### config.mk
export PLATFORM = sky130hd
export DESIGN_NAME = rs_issue_scheduler
export DESIGN_NICKNAME = d
export VERILOG_FILES = /design/src/rtl/rs_issue_scheduler.sv
export SDC_FILE = /design/constraint.sdc
export NUM_CORES = 1
export LEC_CHECK = 0
export ABC_AREA = 1
export CELL_PAD_IN_SITES_DETAIL_PLACEMENT = 1
export CELL_PAD_IN_SITES_GLOBAL_PLACEMENT = 1
export CORE_ASPECT_RATIO = 0.6
export CORE_MARGIN = 3
export CORE_UTILIZATION = 25
export DETAILED_ROUTE_END_ITERATION = 16
export MAX_ROUTING_LAYER = met4
export PLACE_DENSITY = 0.53
export SLEW_MARGIN = 10
export SYNTH_ARGS = -nofsm -noshare
export SYNTH_HDL_FRONTEND = slang
export SYNTH_SLANG_ARGS = --single-unit
### constraint.sdc
create_clock -name clk -period 4.2 [get_ports clk]
set_clock_uncertainty 0.15 [all_clocks]
set_input_delay 0.84 -clock clk [delete_from_list [all_inputs] [get_ports clk]]
set_output_delay 0.84 -clock clk [all_outputs]
set_load 0.01 [all_outputs]
### src/rtl/rs_issue_scheduler.sv
// Reservation-station scheduler: lowest-free allocation, age-matrix oldest-ready select, registered issue.
// Optional RS_SCHED_PERF_EN adds saturating issue/stall/full performance counters.
module rs_issue_scheduler #(
  parameter int NUM_RS = 8,
  parameter int IDX_W  = $clog2(NUM_RS)
) (
  input  logic              clk,
  input  logic              rst_n,
  input  logic              branch_mispredict,
  input  logic [NUM_RS-1:0] busy_rs,
  input  logic [NUM_RS-1:0] ready_rs,
  input  logic              alloc_req,
  output logic              alloc_gnt,
  output logic [IDX_W-1:0]  alloc_idx,
  output logic [NUM_RS-1:0] rs_we,
  output logic              rs_full,
  output logic              iss_valid,
  output logic [IDX_W-1:0]  iss_idx,
  input  logic              iss_ready,
  output logic [NUM_RS-1:0] rs_to_free
`ifdef RS_SCHED_PERF_EN
  ,
  output logic [31:0]       perf_issue_cnt,
  output logic [31:0]       perf_stall_cnt,
  output logic [31:0]       perf_full_cnt
`endif
);

  localparam logic [0:0] IDLE = 1'b0;
  localparam logic [0:0] HOLD = 1'b1;
  localparam logic [NUM_RS-1:0] ONE = {{(NUM_RS-1){1'b0}}, 1'b1};

  logic [0:0]        state;
  logic [NUM_RS-1:0] age [NUM_RS];
  logic [NUM_RS-1:0] iss_oh;
  logic [NUM_RS-1:0] cand;
  logic [NUM_RS-1:0] oldest;
  logic [IDX_W-1:0]  sel_idx;
  logic              any_cand;
  logic              fire;

  assign iss_valid = (state == HOLD);
  assign iss_oh    = ONE << iss_idx;

  // Descending scan so the lowest free index is the last one written.
  always_comb begin
    alloc_idx = '0;
    for (int i = NUM_RS - 1; i >= 0; i--) begin
      if (!busy_rs[i]) alloc_idx = IDX_W'(i);
    end
  end

  assign rs_full    = &busy_rs;
  assign alloc_gnt  = alloc_req & ~rs_full & ~branch_mispredict;
  assign rs_we      = alloc_gnt ? (ONE << alloc_idx) : '0;
  assign fire       = iss_valid & iss_ready & ~branch_mispredict;
  assign rs_to_free = fire ? iss_oh : '0;

  // The entry already held on the issue port is not a candidate for reselection.
  assign cand     = busy_rs & ready_rs & ~(iss_valid ? iss_oh : '0);
  assign any_cand = |cand;

  always_comb begin
    for (int i = 0; i < NUM_RS; i++) begin
      oldest[i] = cand[i];
      for (int j = 0; j < NUM_RS; j++) begin
        if (j != i && cand[j] && !age[i][j]) oldest[i] = 1'b0;
      end
    end
  end

  // Lowest-index candidate is the fallback when no unique oldest exists.
  always_comb begin
    sel_idx = '0;
    for (int i = NUM_RS - 1; i >= 0; i--) begin
      if (cand[i]) sel_idx = IDX_W'(i);
    end
    for (int i = NUM_RS - 1; i >= 0; i--) begin
      if (oldest[i]) sel_idx = IDX_W'(i);
    end
  end

  always_ff @(posedge clk or negedge rst_n) begin
    if (!rst_n) begin
      for (int i = 0; i < NUM_RS; i++) age[i] <= '0;
    end else if (branch_mispredict) begin
      for (int i = 0; i < NUM_RS; i++) age[i] <= '0;
    end else if (alloc_gnt) begin
      for (int j = 0; j < NUM_RS; j++) begin
        if (j == int'(alloc_idx)) age[j] <= '0;
        else                      age[j][alloc_idx] <= busy_rs[j];
      end
    end
  end

  always_ff @(posedge clk or negedge rst_n) begin
    if (!rst_n) begin
      state   <= IDLE;
      iss_idx <= '0;
    end else if (branch_mispredict) begin
      state <= IDLE;
    end else if (state == IDLE || fire) begin
      state <= any_cand ? HOLD : IDLE;
      if (any_cand) iss_idx <= sel_idx;
    end
  end

`ifdef RS_SCHED_PERF_EN
  always_ff @(posedge clk or negedge rst_n) begin
    if (!rst_n) begin
      perf_issue_cnt <= '0;
      perf_stall_cnt <= '0;
      perf_full_cnt  <= '0;
    end else begin
      if (fire && perf_issue_cnt != 32'hFFFF_FFFF) perf_issue_cnt <= perf_issue_cnt + 32'd1;
      if (iss_valid && !iss_ready && perf_stall_cnt != 32'hFFFF_FFFF)
        perf_stall_cnt <= perf_stall_cnt + 32'd1;
      if (alloc_req && rs_full && perf_full_cnt != 32'hFFFF_FFFF)
        perf_full_cnt <= perf_full_cnt + 32'd1;
    end
  end
`endif

endmodule

==> impl_table.tex <==
\begin{tabular}{lr}
\hline
Metric & Value \\
\hline
\multicolumn{2}{l}{\textbf{Logic synthesis}} \\
Post-synth cell types & 35 \\
Fraction of synthesized cell area in xor and xnor cells & 0\% \\
Post-Synthesis Cells & 447 \\
Mux cell area share after synthesis & 0\% \\
Largest family of logic cells by synthesized area & simple AND/OR/NAND/NOR gates \\
Mean instance size in the synthesized netlist & 7.62 sq um \\
Adder and majority gate portion of the synthesized area & 0\% \\
Primary FF master, synth & dfrtp\_1 \\
Synth Area in Compound Gates & 19.1\% \\
Synth Warn \# & 0 \\
Async SR Flop Fraction & 100\% \\
Share of the yosys chip area belonging to registers & 44.1\% \\
Number of flops mapped to enable cells by yosys & 0 \\
Area share of and/or/nand/nor cells after synthesis & 23.7\% \\
Mapped cell area & 3400 sq um \\
Synthesized net count & 468 \\
Number of storage elements in the synthesis netlist & 60 \\
\multicolumn{2}{l}{\textbf{CTS}} \\
Number of buffers inserted by post-CTS setup repair & 0 \\
Clock insertion delay at the later pin of the skew report & 330 ps \\
Clock tree from TritonCTS & yes \\
Level count of the clock H-tree & 3 \\
Number of instances resized during post-cts repair & 0 \\
CTS sink count & 60 \\
CTS Root Cell & clkbuf\_16 \\
\# hold bufs at CTS & 0 \\
Inserted Clock Buffers & 9 \\
Clock-pin slew on the worst setup and hold paths & 50 ps \\
Number of buffers on the longest clock path & 2 \\
\multicolumn{2}{l}{\textbf{Timing}} \\
Pins Over Slew Limit & 0 \\
Final Cycle Share & 95.1\% \\
Worst Max-Slew Pin Slew & 631 ps \\
Worst relative slew slack & 57.9\% \\
Maximum frequency from static timing analysis & 250 MHz \\
Setup repair after global routing missed its margin & false \\
Total negative slack & 0 ps \\
Final setup vio count & 0 \\
Final worst path period need & 4000 ps \\
Post-route worst hold slack & 336 ps \\
Final Hold Fails & 0 \\
\multicolumn{2}{l}{\textbf{Final layout}} \\
Final Instance Area & 4330 sq um \\
Count of nets after finishing & 526 \\
Most common cell after layout, fill and taps aside & nand2\_1 \\
Fraction of final layout cells with drive strength greater than 1 & 17.8\% \\
Antenna diode count & 0 \\
Most used cells in the layout excluding fill and tap cells & 87 x nand2\_1, 68 x inv\_1, 60 x dfrtp\_1 \\
Post-synthesis to final-layout area growth & 27.1\% \\
\multicolumn{2}{l}{\textbf{Die}} \\
Die Area & 15,100 sq um \\
Die span in x & 157 um \\
Num ports & 46 \\
Number of rows in the core area & 32 \\
Initial core utilization & 26.0\% \\
DIE HEIGHT & 96.4 um \\
Core footprint & 13,100 sq um \\
\multicolumn{2}{l}{\textbf{Critical path}} \\
Startpoint-to-endpoint class of the critical path & input pin to primary output \\
Data arrival, critical path & 3010 ps \\
Top Family by Delay on Critical Path & buffers and inverters \\
Worst path slowest cell & clkdlybuf4s50\_1 \\
CP Buf/Inv Count & 5 \\
Logic depth of the worst setup path including buffers & 12 \\
Crit Reg-Reg Startpoint & iss\_idx[2] \\
Cells along the critical path & clkdlybuf4s50\_1, inv\_2, a21oi\_1, o21ai\_1, nand2\_1, nand2\_1, nand2\_2, inv\_2, nor2\_2, inv\_1, nor2\_1, clkdlybuf4s50\_1 \\
Peak fanout along the critical path & 6 \\
Worst Reg2Reg Path Length in Cells & 11 \\
Nature of the critical path startpoint & input pin \\
Largest stage delay, worst path & 570 ps \\
Required time at the endpoint of the critical path & 3210 ps \\
Source of the critical timing path & busy\_rs[5] \\
Element type at the critical path end & primary output \\
\multicolumn{2}{l}{\textbf{Global route}} \\
GR Overflow Total & 0 \\
Global-route wire length before repair & 21.9 mm \\
Vias in the first global route & 3,504 \\
Initial antenna violation count & 0 \\
Tot GR Track Use & 20.5\% \\
Largest net degree at the start of global routing & 48 \\
\multicolumn{2}{l}{\textbf{Power and ir drop}} \\
Pleak & 2.01 nW \\
Power density over cell area & 377 nW/um\^{}2 \\
Worst VDD drop & 0.000155 V \\
\multicolumn{2}{l}{\textbf{Routing}} \\
Number of vias per cell after detailed routing & 4.96 \\
Total wirelength of the detailed-routed design & 14.2 mm \\
Post-detailed-route DRC marker count & 0 \\
Antenna viol nets, final & 0 \\
Vias post-DR & 3,361 \\
Initial DRC Count & 153 \\
1st-pass router iterations & 5 \\
Avg WL per Cell & 20.9 um \\
\multicolumn{2}{l}{\textbf{Place}} \\
Post-Place Cell Area & 4080 sq um \\
I/O Buffers & 45 \\
Final Wtd Congestion & 0.866 \\
HPWL after detailed placement & 11.3 mm \\
\multicolumn{2}{l}{\textbf{Outcome}} \\
Run status & completed \\
\multicolumn{2}{l}{\textbf{Min path}} \\
Hold WC Path Type & flop to flop \\
Min-Delay Startpoint & age[55] \\
Worst hold path depth & 2 \\
\multicolumn{2}{l}{\textbf{Job}} \\
Number of max-cap violations & 0 \\
\hline
\end{tabular}
[routing by layer]
| metal | global-route usage, % | wire (um) | share of wire, % | up-vias |
|---|---|---|---|---|
| met1 | 32.2 | 8000 | 56 | 1699 |
| met4 | 3.57 | 85 | 0.60 | 0 |
| met3 | 5.47 | 770 | 5.4 | 10 |
| met5 | - | 0 | 0 | - |
| li1 | - | - | - | 1577 |
| met2 | 25.8 | 5310 | 37 | 75 |
[logic make-up after synthesis]
logic type,count (synthesis)
simple gates,164
compound gates,112
buf+inv,111
flops,60
[sequential cells by signal (all words and copies together), names as in the netlist]
signal     cells
age           56
iss_valid      1
iss_idx        3
[path summary, 6_finish.rpt]
path                              end  slack, ps
max in group asynchronous     age[27]       2860
min                           age[55]        340
max                          rs_we[6]        200
min in group asynchronous     age[25]        380
max reg2reg                iss_idx[2]       1500
min reg2reg                   age[55]        340
[layout make-up]
cell class              instances  area (sq um)
fillers                      1591          8760
flip-flops and latches         60          1500
multi-input cells             276          1460
repair buffers                 54           515
inverters                     104           393
clock buffers                  10           229
well taps                     170           213
clock inverters                 3          17.5
[stage by stage]
step                instances  utilization [%]  power [mW]  worst slack, ps
floorplan                 447                -       0.841             1330
global placement          664             31.2       0.996              240
detailed placement        664             31.2       0.995              179
CTS                       677             33.0        1.64              176
global route              677             33.1        1.71             16.7
finish                    677             33.1        1.63              204
[Yosys cell counts, types with 3 or more instances]
cell / n / area share [%]
o21ai_0: 13 / 1.9
inv_1: 68 / 7.5
a21oi_1: 19 / 2.8
o211ai_1: 3 / 0.66
nor2_4: 3 / 0.99
nand3_1: 10 / 1.5
inv_2: 34 / 3.7
o22ai_1: 33 / 6.1
a221oi_1: 4 / 1.0
nor2_1: 20 / 2.2
nor2_2: 15 / 2.8
o21ai_1: 32 / 4.7
nand4_1: 7 / 1.3
nand2_2: 5 / 0.92
dfrtp_1: 60 / 44
nor4_1: 7 / 1.3
nand2_1: 87 / 9.6
[tightest hold or removal path: stages (launching register included)]
cell and delay [ps]:
dfrtp_1 350, nand2_1 60, nand2_1 50
[report_power, final]
part | internal [mW] | switching (mW)
clock network | 0.386 | 0.253
logic | 0.114 | 0.226
registers | 0.602 | 0.0498
Power figures use the tool's default switching activity.
